[src/rtl/l1_vy_hakem_pkg.sv]
// Shared constants and state encoding for the L1 bus arbiter.
// Default widths match the L1 address and block widths used on the vy controller port.
package l1_vy_hakem_pkg;

  localparam int ADRES_BIT   = 32;
  localparam int L1_BLOK_BIT = 128;

  typedef enum logic [1:0] {
    HAKEM_BOSTA = 2'd0,
    HAKEM_ISTEK = 2'd1,
    HAKEM_YANIT = 2'd2
  } hakem_durum_t;

endpackage

[src/rtl/l1_vy_hakem.sv]
// Round-robin arbiter sharing one vy controller L1 port between the L1 instruction (port 0)
// and L1 data (port 1) controllers, with one transaction outstanding at a time.
module l1_vy_hakem
  import l1_vy_hakem_pkg::*;
#(
  parameter int ADRES_W = ADRES_BIT,
  parameter int BLOK_W  = L1_BLOK_BIT
) (
  input  logic               io_l1bd_clk_w,
  input  logic               resetn,
  input  logic [ADRES_W-1:0] p0_istek_adres_i,
  input  logic               p0_istek_gecerli_i,
  input  logic               p0_istek_yaz_i,
  input  logic [BLOK_W-1:0]  p0_istek_veri_i,
  output logic               p0_istek_hazir_o,
  output logic [BLOK_W-1:0]  p0_veri_o,
  output logic               p0_veri_gecerli_o,
  input  logic               p0_veri_hazir_i,
  input  logic [ADRES_W-1:0] p1_istek_adres_i,
  input  logic               p1_istek_gecerli_i,
  input  logic               p1_istek_yaz_i,
  input  logic [BLOK_W-1:0]  p1_istek_veri_i,
  output logic               p1_istek_hazir_o,
  output logic [BLOK_W-1:0]  p1_veri_o,
  output logic               p1_veri_gecerli_o,
  input  logic               p1_veri_hazir_i,
  output logic [ADRES_W-1:0] vy_istek_adres_o,
  output logic               vy_istek_gecerli_o,
  output logic               vy_istek_yaz_o,
  output logic [BLOK_W-1:0]  vy_istek_veri_o,
  input  logic               vy_istek_hazir_i,
  input  logic [BLOK_W-1:0]  vy_veri_i,
  input  logic               vy_veri_gecerli_i,
  output logic               vy_veri_hazir_o
);

  hakem_durum_t       durum_q, durum_d;
  logic               son_kazanan_q, son_kazanan_d;
  logic               sahip_q, sahip_d;
  logic [ADRES_W-1:0] adres_q, adres_d;
  logic               yaz_q, yaz_d;
  logic [BLOK_W-1:0]  veri_q, veri_d;

  logic [1:0]         istek_gecerli;
  logic [1:0]         veri_hazir;
  logic [1:0]         kabul;
  logic               kazanan;
  logic               yanit;
  logic [1:0]         veri_gecerli_w;
  logic [BLOK_W-1:0]  veri_w [2];

  assign istek_gecerli = {p1_istek_gecerli_i, p0_istek_gecerli_i};
  assign veri_hazir    = {p1_veri_hazir_i, p0_veri_hazir_i};
  assign yanit         = (durum_q == HAKEM_YANIT);

  // On a tie the port that did not win last time gets the grant.
  always_comb begin
    kazanan = istek_gecerli[1];
    if (istek_gecerli == 2'b11) kazanan = ~son_kazanan_q;
  end

  always_comb begin
    durum_d       = durum_q;
    son_kazanan_d = son_kazanan_q;
    sahip_d       = sahip_q;
    adres_d       = adres_q;
    yaz_d         = yaz_q;
    veri_d        = veri_q;
    kabul         = 2'b00;
    unique case (durum_q)
      HAKEM_BOSTA: begin
        // No grant while resetn is low: the acceptance would be discarded by the reset edge.
        if ((|istek_gecerli) && resetn) begin
          kabul         = kazanan ? 2'b10 : 2'b01;
          sahip_d       = kazanan;
          son_kazanan_d = kazanan;
          adres_d       = kazanan ? p1_istek_adres_i : p0_istek_adres_i;
          yaz_d         = kazanan ? p1_istek_yaz_i   : p0_istek_yaz_i;
          veri_d        = kazanan ? p1_istek_veri_i  : p0_istek_veri_i;
          durum_d       = HAKEM_ISTEK;
        end
      end
      HAKEM_ISTEK: begin
        if (vy_istek_hazir_i) durum_d = yaz_q ? HAKEM_BOSTA : HAKEM_YANIT;
      end
      HAKEM_YANIT: begin
        if (vy_veri_gecerli_i && veri_hazir[sahip_q]) durum_d = HAKEM_BOSTA;
      end
      default: durum_d = HAKEM_BOSTA;
    endcase
  end

  always_ff @(posedge io_l1bd_clk_w) begin
    if (!resetn) begin
      durum_q       <= HAKEM_BOSTA;
      son_kazanan_q <= 1'b1;
      sahip_q       <= 1'b0;
      adres_q       <= '0;
      yaz_q         <= 1'b0;
      veri_q        <= '0;
    end else begin
      durum_q       <= durum_d;
      son_kazanan_q <= son_kazanan_d;
      sahip_q       <= sahip_d;
      adres_q       <= adres_d;
      yaz_q         <= yaz_d;
      veri_q        <= veri_d;
    end
  end

  // Response steering: only the owner sees the read block, the other port sees zeros.
  for (genvar gi = 0; gi < 2; gi++) begin : g_yanit
    assign veri_gecerli_w[gi] = yanit && (sahip_q == 1'(gi)) && vy_veri_gecerli_i;
    assign veri_w[gi]         = (yanit && (sahip_q == 1'(gi))) ? vy_veri_i : '0;
  end

  assign p0_istek_hazir_o   = kabul[0];
  assign p1_istek_hazir_o   = kabul[1];
  assign p0_veri_o          = veri_w[0];
  assign p1_veri_o          = veri_w[1];
  assign p0_veri_gecerli_o  = veri_gecerli_w[0];
  assign p1_veri_gecerli_o  = veri_gecerli_w[1];

  assign vy_istek_gecerli_o = (durum_q == HAKEM_ISTEK);
  assign vy_istek_adres_o   = adres_q;
  assign vy_istek_yaz_o     = yaz_q;
  assign vy_istek_veri_o    = veri_q;
  assign vy_veri_hazir_o    = yanit && veri_hazir[sahip_q];

endmodule

[config.mk]
export PLATFORM = sky130hd
export DESIGN_NAME = l1_vy_hakem
export DESIGN_NICKNAME = d
export VERILOG_FILES = /design/src/rtl/l1_vy_hakem_pkg.sv /design/src/rtl/l1_vy_hakem.sv
export SDC_FILE = /design/constraint.sdc
export NUM_CORES = 1
export LEC_CHECK = 0
export BUFFER_PORTS_ARGS = -buffer_cell sky130_fd_sc_hd__buf_2
export CAP_MARGIN = 0
export CORE_AREA = 3 3 345 347
export DETAILED_ROUTE_END_ITERATION = 10
export DIE_AREA = 0 0 348 350
export PLACE_DENSITY_LB_ADDON = 0.08
export SLEW_MARGIN = 30
export SYNTH_ARGS = -nofsm -noshare
export SYNTH_HDL_FRONTEND = slang
export SYNTH_SLANG_ARGS = --single-unit
[constraint.sdc]
create_clock -name io_l1bd_clk_w -period 2.6 [get_ports io_l1bd_clk_w]
set_input_delay 0.13 -clock io_l1bd_clk_w [delete_from_list [all_inputs] [get_ports io_l1bd_clk_w]]
set_output_delay 0.13 -clock io_l1bd_clk_w [all_outputs]
set_load 0.01 [all_outputs]
* After elaboration in Yosys (flattened, before gate mapping)
Cells that the tools add are included.
** Cells by class
- $lt $le $gt $ge :: 1
- Equal/unequal tests :: 6
- Mux-type cells :: 16
- Bitwise gates (word level) :: 2
- Reduce and logical (&&, ||, !) cells :: 11
** Operators with widths (number)
- $mux W128 :: 3
- $mux W32 :: 1
- $mux W2 :: 7
- $logic_and A1 B1 Y1 :: 7
- $pmux W2 S3 :: 1
- $eq A2 B2 Y1 const B :: 2
- $mux W1 :: 4
- $ne A2 B1 Y1 const B :: 2
- $reduce_and A3 Y1 :: 1
- $eq A2 B1 Y1 const B :: 1
- $logic_not A2 Y1 :: 1
- $lt A1 B2 Y1 const B :: 1
- $ne A2 B2 Y1 const B :: 1
- $not A1 Y1 :: 2
- $reduce_and A2 Y1 :: 1
- $reduce_or A2 Y1 :: 1
** Storage, ports and cells
- Register bits after elaboration :: 165
- Input bits :: 458
- Output and inout bits :: 423
- Word-level logic and storage cells :: 42

* Depth between registers and ports, before layout
Gate-level depths: netlist of run 1.
- Word-level depth :: 5
- Depth in mapped cells :: 6
- Depth with buffers taken out :: 3

* Worst setup path before layout of run 1
Ideal clock, no wire load.
- Path type :: register to output
- Start :: register durum_q[0]
- End :: output port p0_veri_o[107]
- Arrival time :: 1229 ps
- Required time :: 2470 ps
- Path slack :: 1241 ps
- Stages on the path, launching flop included :: 6
- Path buffers :: 2
- Path through :: dfxtp_1 nand2b_1 nor2_1 clkbuf_1 clkbuf_1 and2_1
** Between the ends
- Word-level cells in the longest chain between the ends :: 3
** Ends and longest elaborated chain
- start, declared :: RTL line l1_vy_hakem.sv:37 : hakem_durum_t durum_q, durum_d;
- start signal, assigned :: RTL line l1_vy_hakem.sv:102 : durum_q <= durum_d;
- $eq A2 B2 Y1 :: RTL line l1_vy_hakem.sv:54 : assign yanit = (durum_q == HAKEM_YANIT);
- $logic_and A1 B1 Y1 :: RTL line l1_vy_hakem.sv:114 : assign veri_w[gi] = (yanit && (sahip_q == 1'(gi))) ? vy_veri_i : '0;
- $mux W128 :: RTL line l1_vy_hakem.sv:114
- end, declared :: RTL line l1_vy_hakem.sv:16 : output logic [BLOK_W-1:0] p0_veri_o,
No other way between the ends.

* Final worst setup path of run 1
- Start :: register durum_q[1]
- End :: output port p0_veri_o[96]
Same word-level chain as after synthesis.

==> summary.txt, run 1 <==
Critical Path AT -> 2300 ps
#FFs+latches synth -> 165
Setup violations, final -> 0
die height -> 350 µm
final core occ -> 0.170
Die Wd -> 348 µm
Peak VDD IR -> 0.000493 V
Syn Nets -> 1,687
Worst Path Class, Setup -> reg2out
post-synth top area share -> 0.344
Int Power -> 5550 µW
H-tree levels -> 4
Reg clk slew, reported paths -> 70 ps
Placed Area -> 15,800 µm²
CTS Buffer Depth -> 2
Syn Std Cell Area -> 9610 µm²
final clock skew -> 27.9 ps
biggest cell delay along the critical path -> 410 ps
commonest non-fill, non-tap cell in the layout -> buf_2
Syn Inst Count -> 1,229
max-cap violations -> 0
first-pass GRT wire length -> 123,000 µm
Final HPWL DP -> 72,200 µm
min Tclk post-route -> 2430 ps
clock root buffer -> clkbuf_16
DRC viols -> 0
initial antenna violation count -> 52
Worst setup SP type -> register
combinational share of power -> 0.358
Final Hold Viols -> 0
Final Max Tran Viols -> 0
switch share -> 0.373
most frequent cells in the layout -> buf_2, dlygate4sd3_1, nand2_1
CTS sink count -> 165
final non-filler cell total -> 3,919
largest net degree at the start of global routing -> 132
min-delay worst type -> in2reg
worst hold slack -> 113 ps
worst slew pin tran -> 887 ps
gp weighted congestion -> 0.980
yosys warns -> 0
drt initial violations -> 617
sequential power share -> 0.336
largest area contributor in the netlist -> dfxtp_1
clock power share -> 0.307
DRT Pass-1 Iters -> 6
R2R Setup Slk -> 260 ps
worst-skew pair later-pin latency -> 510 ps
fraction of layout cells with a size suffix above 1 -> 0.435
LEAKAGE -> 0.00955 µW
relative slew slack -> 0.409
pwr dens -> 449 nW/µm²
Psw -> 3300 µW
initial core utilization -> 0.0827
number of nets in the layout -> 2,821
Final Cycle Share -> 0.935
synthesis-to-finish area growth -> 105%
outcome -> finished, final reports clean
Yosys cell types -> 28
Cells after DPL -> 3,539
fin area -> 19,700 µm²
Worst path slowest cell -> dfxtp_1
TritonCTS clock tree -> built
buffer and inverter count on the worst path -> 2
vias in the first global route -> 14,600
DP Worst Slack -> 521 ps
crit-path leading delay family -> simple AND/OR/NAND/NOR gates
Mean Syn Cell Area -> 7.82 µm²
synth top area cells -> dfxtp_1, and2_1, nand2_1
total congestion overflow -> 0
post-DR wirelength/cell -> 23.5 µm
GRT Resource Usage Total -> 0.144
post-synthesis sequential area ratio -> 0.344
DRT Wirelength -> 92,100 µm
Vias/cell -> 3.59
Die Footprint -> 122,000 µm²
# IOs -> 881
Final WS setup -> 169 ps
Core Region -> 116,000 µm²
endpoint type of the worst setup path -> output pin
post-route ant nets -> 0
fmax -> 0.411 GHz
DR vias -> 14,100
critical path fanouts, max -> 52
CP Data Required Time -> 2470 ps
num rows -> 125
CTS buffer count -> 17
crit-path cells -> nand2b_1, nor2_4, buf_6, and2_1, buf_2
Port Buffers -> 880
[per-layer routing]
layer / vias up / global-route usage / wire [µm] / share of wire
li1: 6547 / - / - / -
met4: 24 / 0.0322 / 1630 / 0.018
met1: 6813 / 0.162 / 35900 / 0.39
met3: 109 / 0.0439 / 6760 / 0.073
met2: 585 / 0.267 / 47700 / 0.52
met5: - / 0 / 150 / 0.0016
[power by group through the flow]
stage / registers (µW) / clock network [µW] / logic, µW
final: 2970 / 2720 / 3170
after global routing: 3000 / 2950 / 3450
after CTS: 2970 / 2940 / 3220
after detailed placement: 3030 / 0 / 2670
after global placement: 3030 / 0 / 2680
after floorplan: 3130 / 0 / 1140
[worst paths after layout]
check | depth (start not counted) | end | start
hold / removal | 4 | durum_q[1] | p0_veri_hazir_i
hold reg to reg | 2 | vy_istek_veri_o[30] | vy_istek_veri_o[30]
setup / recovery | 5 | p0_veri_o[96] | durum_q[1]
setup reg to reg | 5 | vy_istek_veri_o[82] | son_kazanan_q
[cell type report]
cell class / count / area [µm²]
antenna: 19 / 47.5
clock buffer: 19 / 443
clock inverter: 13 / 113
fill: 13400 / 96500
inverter: 6 / 30.0
multi-input combinational: 924 / 5650
sequential: 165 / 3300
tap: 1524 / 1910
timing repair buffer: 1249 / 8240
[Yosys cell counts]
| cell | count |
|---|---|
| nand2_1 | 323 |
| and2_1 | 257 |
| dfxtp_1 | 165 |
| a21oi_1 | 163 |
| a311oi_1 | 93 |
| a311oi_2 | 68 |
| clkbuf_1 | 66 |
| buf_2 | 45 |
| buf_4 | 13 |
| buf_6 | 10 |
| inv_1 | 5 |
| nor2_1 | 4 |
| nor3_1 | 2 |
| a21bo_2 | 1 |
| a21boi_1 | 1 |
| a21o_1 | 1 |
| a31o_2 | 1 |
| buf_1 | 1 |
| inv_2 | 1 |
| mux2i_1 | 1 |
| nand2b_1 | 1 |
| nand3_1 | 1 |
| nand3b_1 | 1 |
| nor2b_1 | 1 |
| nor3b_2 | 1 |
| o211ai_1 | 1 |
| o21bai_1 | 1 |
| or2_1 | 1 |
[metrics by stage]
stage | power [µW] | setup TNS, ps
after floorplan | 4270 | 0
after global placement | 5710 | 0
after detailed placement | 5700 | 0
after CTS | 9130 | 0
after global routing | 9400 | -4.16
final | 8850 | 0
[kinds of logic (layout without fill, tap and decap cells)]
kind of cell           Yosys count  count (layout)  synth area share
flip-flops                     165             165             0.344
AND/OR/NAND/NOR                592             593             0.301
other                            0              19                 0
AO/OA/AOI/OAI                  330             330             0.281
multiplexers                     1               1           0.00104
buffers and inverters          141            1287            0.0738
[tightest hold or removal path, cell delays in order]
cell and delay [ps]:
buf_2 80, mux2i_1 70, o21bai_1 200, a21oi_1 70
[flip-flops by register name, indices dropped and copies added (netlist names)]
name              count
durum_q               2
vy_istek_adres_o     32
sahip_q               1
vy_istek_veri_o     128
vy_istek_yaz_o        1
son_kazanan_q         1
[what timing repair did]
item | in CTS | in global routing
pin swaps | 1 | 2
resized for setup | 1 | 0
endpoints found under the setup margin | 99 | 110
setup buffers | 2 | 2
hold buffers | 324 | 0
gates cloned | 0 | 1
endpoints found under the hold margin | 164 | 0
Power figures use the tool's default switching activity.
==> run 2: changes to the inputs <==
--- a/config.mk
+++ b/config.mk
@@ -11,6 +11,7 @@
 export DETAILED_ROUTE_END_ITERATION = 10
 export DIE_AREA = 0 0 348 350
 export PLACE_DENSITY_LB_ADDON = 0.08
+export SETUP_SLACK_MARGIN = 0.4
 export SLEW_MARGIN = 30
 export SYNTH_ARGS = -nofsm -noshare
 export SYNTH_HDL_FRONTEND = slang
==> run 2 against run 1 <==
Against the previous run:
- critical path type unchanged
- first-iteration DRC count fell by 10%
- total power fell by 0.91%
- fmax rose by 16%
- global-route usage rose by 0.20 points
- clock power barely moved
- combinational power fell by 3%
- hold slack improved by 140 ps
- die area did not move
- clock skew fell by 1.7 ps
- highest routed layer unchanged
==> summary.txt, run 2 (same netlist as run 1, synthesis figures left out) <==
Final Hold Viols -> 0
Final HPWL DP -> 72,200 µm
critical path fanouts, max -> 51
CTS buffer count -> 17
pwr dens -> 441 nW/µm²
Die Footprint -> 122,000 µm²
WHS Path Cells -> 3
DRC viols -> 0
crit-path leading delay family -> simple AND/OR/NAND/NOR gates
GRT Resource Usage Total -> 0.146
Cells after DPL -> 3,539
max-cap violations -> 0
fmax -> 0.478 GHz
hold_sp -> resetn
crit-path cells -> nand2b_4, nor2_4, buf_12, buf_16, and2_1, buf_2
fin area -> 19,900 µm²
first-pass GRT wire length -> 124,000 µm
initial core utilization -> 0.0827
CTS sink count -> 165
Final Max Tran Viols -> 0
RSZ-0062 raised after global routing -> true
H-tree levels -> 4
number of nets in the layout -> 2,827
commonest non-fill, non-tap cell in the layout -> buf_2
Die Wd -> 348 µm
relative slew slack -> 0.413
max reg flops -> 128
R2R Setup Slk -> 560 ps
DRT Pass-1 Iters -> 5
final non-filler cell total -> 3,921
Reg clk slew, reported paths -> 70 ps
DRT Wirelength -> 93,100 µm
CP Data Required Time -> 2470 ps
min Tclk post-route -> 2090 ps
Worst setup SP type -> register
Critical Path AT -> 1960 ps
clock root buffer -> clkbuf_16
Final Cycle Share -> 0.805
min-delay worst type -> in2reg
Setup violations, final -> 0
total congestion overflow -> 0
Peak VDD IR -> 0.000492 V
LEAKAGE -> 0.00938 µW
Reg2Reg Depth -> 6
endpoint type of the worst setup path -> output pin
worst-skew pair later-pin latency -> 510 ps
Filler Cell Count -> 13,400
die height -> 350 µm
buffer and inverter count on the worst path -> 3
setup_tns -> 0 ps
most frequent cells in the layout -> buf_2, dlygate4sd3_1, nand2_1
WHS Endpoint -> sahip_q
# IOs -> 881
TritonCTS clock tree -> built
num rows -> 125
worst r2r src -> durum_q[0]
worst slew pin tran -> 880 ps
Worst Path Class, Setup -> reg2out
CTS Buffer Depth -> 2
post-DR wirelength/cell -> 23.7 µm
biggest cell delay along the critical path -> 350 ps
largest net degree at the start of global routing -> 132
Port Buffers -> 880
final clock skew -> 26.2 ps
drt initial violations -> 555
Core Region -> 116,000 µm²
Worst path slowest cell -> dfxtp_1
R2R Path End -> vy_istek_veri_o[71]
initial antenna violation count -> 40
fraction of layout cells with a size suffix above 1 -> 0.437
post-route ant nets -> 0
Placed Area -> 15,800 µm²
DR vias -> 14,000
synthesis-to-finish area growth -> 107%
vias in the first global route -> 14,600
gp weighted congestion -> 0.980
Vias/cell -> 3.57
outcome -> finished, final reports clean
-- run 2: cell count changes in the layout (fill, tap and decap cells not counted), moves of 2 or more --
cell / before / now
dfxtp_1: 165 / 163
dfxtp_2: 0 / 2
buf_12: 20 / 18
diode_2: 19 / 15
bufbuf_16: 0 / 2
buf_16: 0 / 4
-- run 2: final cells by class --
type                    count  area (µm²)  share of cell area
clock buffers              19         443              0.0223
repair buffers           1256        8400               0.422
clock inverters            13         113             0.00566
inverters                   6        30.0             0.00151
well taps                1524        1910              0.0959
multi-input cells         923        5650               0.284
diodes                     15        37.5             0.00189
flip-flops and latches    165        3310               0.166
-- run 2: worst reg2reg max path: stages (launching register included) --
cell and delay [ps]:
dfxtp_1 350, nor3b_4 190, buf_4 170, buf_4 180, and2_4 420, buf_12 310
a311oi_2 280
-- run 2: timing repair --
item                       in CTS  in global routing
setup endpoints to repair     255                  9
gates cloned                    3                  0
pin swaps                       4                  0
resized for setup               9                  4
hold buffers                  325                  0
hold endpoints to repair      164                  0
buffers inserted                7                  0
-- run 2: per-layer routing --
metal,up-vias,wire length (µm),share of wire,track usage
met3,98,6820,0.073,0.0423
met1,6750,36300,0.39,0.165
met2,579,48100,0.52,0.273
met4,20,1750,0.019,0.0303
met5,-,126,0.0014,0
li1,6564,-,-,-
-- run 2: metrics by stage --
step / hold WS (ps) / setup WS [ps] / total power [µW] / util
final: 252 / 508 / 8770 / 0.171
after global routing: 269 / 374 / 9310 / 0.171
after CTS: 203 / 397 / 9090 / 0.171
after detailed placement: 402 / 521 / 5700 / 0.136
after global placement: 399 / 531 / 5710 / 0.136
after floorplan: 219 / 1240 / 4270 / -
-- run 2: worst max path at each step --
stage | from | to | slack [ps] | cells past startpoint
2_1_floorplan | durum_q[0] | p0_veri_o[107] | 1240 | 5
3_3_place_gp | durum_q[1] | p0_veri_o[18] | 530 | 5
3_5_place_dp | durum_q[0] | p0_veri_o[24] | 520 | 5
4_1_cts | durum_q[0] | p0_veri_o[1] | 400 | 6
5_1_grt | durum_q[0] | p0_veri_o[2] | 370 | 6
6_report | durum_q[0] | p0_veri_o[1] | 510 | 6
-- run 2: where the power goes --
part / switching [µW] / internal, µW / total [µW]
Combinational: 1710 / 1370 / 3080
Clock: 1440 / 1280 / 2720
Sequential: 164 / 2810 / 2970
==> run 3: changes to the inputs <==
--- a/config.mk
+++ b/config.mk
@@ -7,9 +7,9 @@
 export LEC_CHECK = 0
 export BUFFER_PORTS_ARGS = -buffer_cell sky130_fd_sc_hd__buf_2
 export CAP_MARGIN = 0
-export CORE_AREA = 3 3 345 347
+export CORE_AREA = 3 3 346 348
 export DETAILED_ROUTE_END_ITERATION = 10
-export DIE_AREA = 0 0 348 350
+export DIE_AREA = 0 0 349 351
 export PLACE_DENSITY_LB_ADDON = 0.08
 export SETUP_SLACK_MARGIN = 0.4
 export SLEW_MARGIN = 30
==> constraint.sdc (replaced) <==
create_clock -name io_l1bd_clk_w -period 1.9 [get_ports io_l1bd_clk_w]
set_input_delay 0.095 -clock io_l1bd_clk_w [delete_from_list [all_inputs] [get_ports io_l1bd_clk_w]]
set_output_delay 0.095 -clock io_l1bd_clk_w [all_outputs]
set_load 0.01 [all_outputs]
==> run 3 against run 2 <==
Against the previous run:
- the flow now finishes with violations (negative setup slack)
- clock skew down 2.2 ps
- hold slack worse by 98 ps
- sequential share of layout area down 2.2 points
- non-clock buffer count up 79
- largest cell class unchanged
- highest routed layer unchanged
==> summary.txt, run 3 (same netlist as run 1, synthesis figures left out) <==
worst-skew pair later-pin latency -> 510 ps
CTS sink count -> 165
first-pass GRT wire length -> 123,000 µm
max-cap violations -> 0
min-delay worst type -> in2reg
Core Region -> 117,000 µm²
Setup violations, final -> 190
top sig layer -> met5
largest net degree at the start of global routing -> 106
commonest non-fill, non-tap cell in the layout -> buf_2
post-route ant nets -> 0
DRT Pass-1 Iters -> 4
relative slew slack -> 0.504
worst slew pin tran -> 744 ps
area occupied by registers -> 3310 µm²
initial core utilization -> 0.0825
crit-path cells -> nand2b_4, nor2_4, buf_12, buf_12, clkbuf_16, and2_4, buf_6
Critical Path AT -> 1890 ps
endpoint type of the worst setup path -> output pin
vias in the first global route -> 14,900
outcome -> finished, violations left
area occupied by multi-input gates -> 6110 µm²
synthesis-to-finish area growth -> 139%
Reg clk slew, reported paths -> 90 ps
DR vias -> 14,600
Final HPWL DP -> 72,800 µm
number of nets in the layout -> 2,906
Port Buffers -> 880
Die Wd -> 349 µm
fin area -> 23,000 µm²
critical path fanouts, max -> 7
met1 wire length -> 40,900 µm
DRC viols -> 0
failing checks -> negative setup slack
clock root buffer -> clkbuf_16
Final WS setup -> -87.9 ps
Final Hold Viols -> 0
post-DR wirelength/cell -> 25.5 µm
initial antenna violation count -> 38
Worst Path Class, Setup -> reg2out
switch share -> 0.369
# IOs -> 881
CTS Buffer Depth -> 2
Worst path slowest cell -> dfxtp_2
final core occ -> 0.197
Int Power -> 8230 µW
Worst path most repeated cell -> buf_12
Vias/cell -> 3.65
LEAKAGE -> 0.0104 µW
Worst setup SP type -> register
GRT Resource Usage Total -> 0.144
min Tclk post-route -> 1990 ps
Placed Area -> 16,000 µm²
gp weighted congestion -> 1.05
Final Max Tran Viols -> 0
RSZ-0062 raised after global routing -> true
num rows -> 125
Die Footprint -> 122,000 µm²
fmax -> 0.503 GHz
final clock skew -> 24.0 ps
CTS buffer count -> 17
sequential power share -> 0.312
biggest cell delay along the critical path -> 350 ps
Peak VDD IR -> 0.000715 V
total congestion overflow -> 0
H-tree levels -> 4
Cells after DPL -> 3,544
Filler Cell Count -> 13,200
combinational share of power -> 0.396
TritonCTS clock tree -> built
Psw -> 4820 µW
most frequent cells in the layout -> buf_2, dlygate4sd3_1, nand2_1
max reg flops -> 128
drt initial violations -> 524
DRT Wirelength -> 102,000 µm
die height -> 351 µm
final non-filler cell total -> 3,997
fraction of layout cells with a size suffix above 1 -> 0.513
DR WL met2 -> 52,500 µm
pwr dens -> 568 nW/µm²
DR WL met3 -> 5650 µm
Final Cycle Share -> 1.05
clock power share -> 0.292
CP Data Required Time -> 1800 ps
setup_tns -> -8660 ps
run 3: cell types whose count changed in the layout (fill, tap and decap cells not counted), sizes merged:
cell         change
bufinv           +1
clkinvlp         -3
clkbuf          +35
buf             +44
inv              -3
dlygate4sd3      +2
clkinv           +4
bufbuf           -1
diode            -3
run 3: area by class of cell:
class                      instances  area share
antenna                           12     0.00131
clock buffer                      20      0.0199
clock inverter                    12     0.00507
inverter                           6     0.00131
multi-input combinational        923       0.266
sequential                       165       0.144
tap                             1524      0.0830
timing repair buffer            1335       0.479
run 3: per-layer routing:
layer,track usage,up-vias
met1,0.164,7120
met4,0.0422,12
met2,0.263,595
met3,0.0360,124
met5,0,-
li1,-,6738
run 3: final timing paths:
check                       startpoint              endpoint  slack (ps)  cells after the start
setup reg to reg            durum_q[1]    vy_istek_veri_o[7]         110                      6
setup / recovery            durum_q[0]         p1_veri_o[74]         -90                      7
hold reg to reg   vy_istek_adres_o[25]  vy_istek_adres_o[25]         510                      2
hold / removal      p0_istek_gecerli_i               sahip_q         150                      5
run 3: through the flow:
step / hold WS (ps) / setup WS (ps) / power [µW]
after floorplan: 184 / 576 / 5840
after global placement: 365 / 82.9 / 7830
after detailed placement: 369 / 64.1 / 7820
after CTS: 89.7 / -181 / 12500
after global routing: 139 / -167 / 13800
final: 155 / -87.9 / 13000
run 3: timing repair:
item	in CTS	in global routing
setup endpoints to repair	428	427
endpoints found under the hold margin	164	0
pin swaps	13	74
cloned	6	48
buffers inserted	14	14
gates resized for setup	122	319
hold buffers	327	0
run 3: power by group through the flow:
stage | Clock, µW | Sequential, µW | Combinational (µW)
floorplan | 0 | 4280 | 1560
global placement | 0 | 4150 | 3680
detailed placement | 0 | 4150 | 3670
CTS | 4110 | 4080 | 4360
global route | 4140 | 4120 | 5550
finish | 3810 | 4070 | 5160
run 3: worst max-delay path, delay by kind of cell, from the launching register on:
family                 cells  cell delay, ps
buffers and inverters      4             580
AND/OR/NAND/NOR            3             430
flip-flops                 1             350
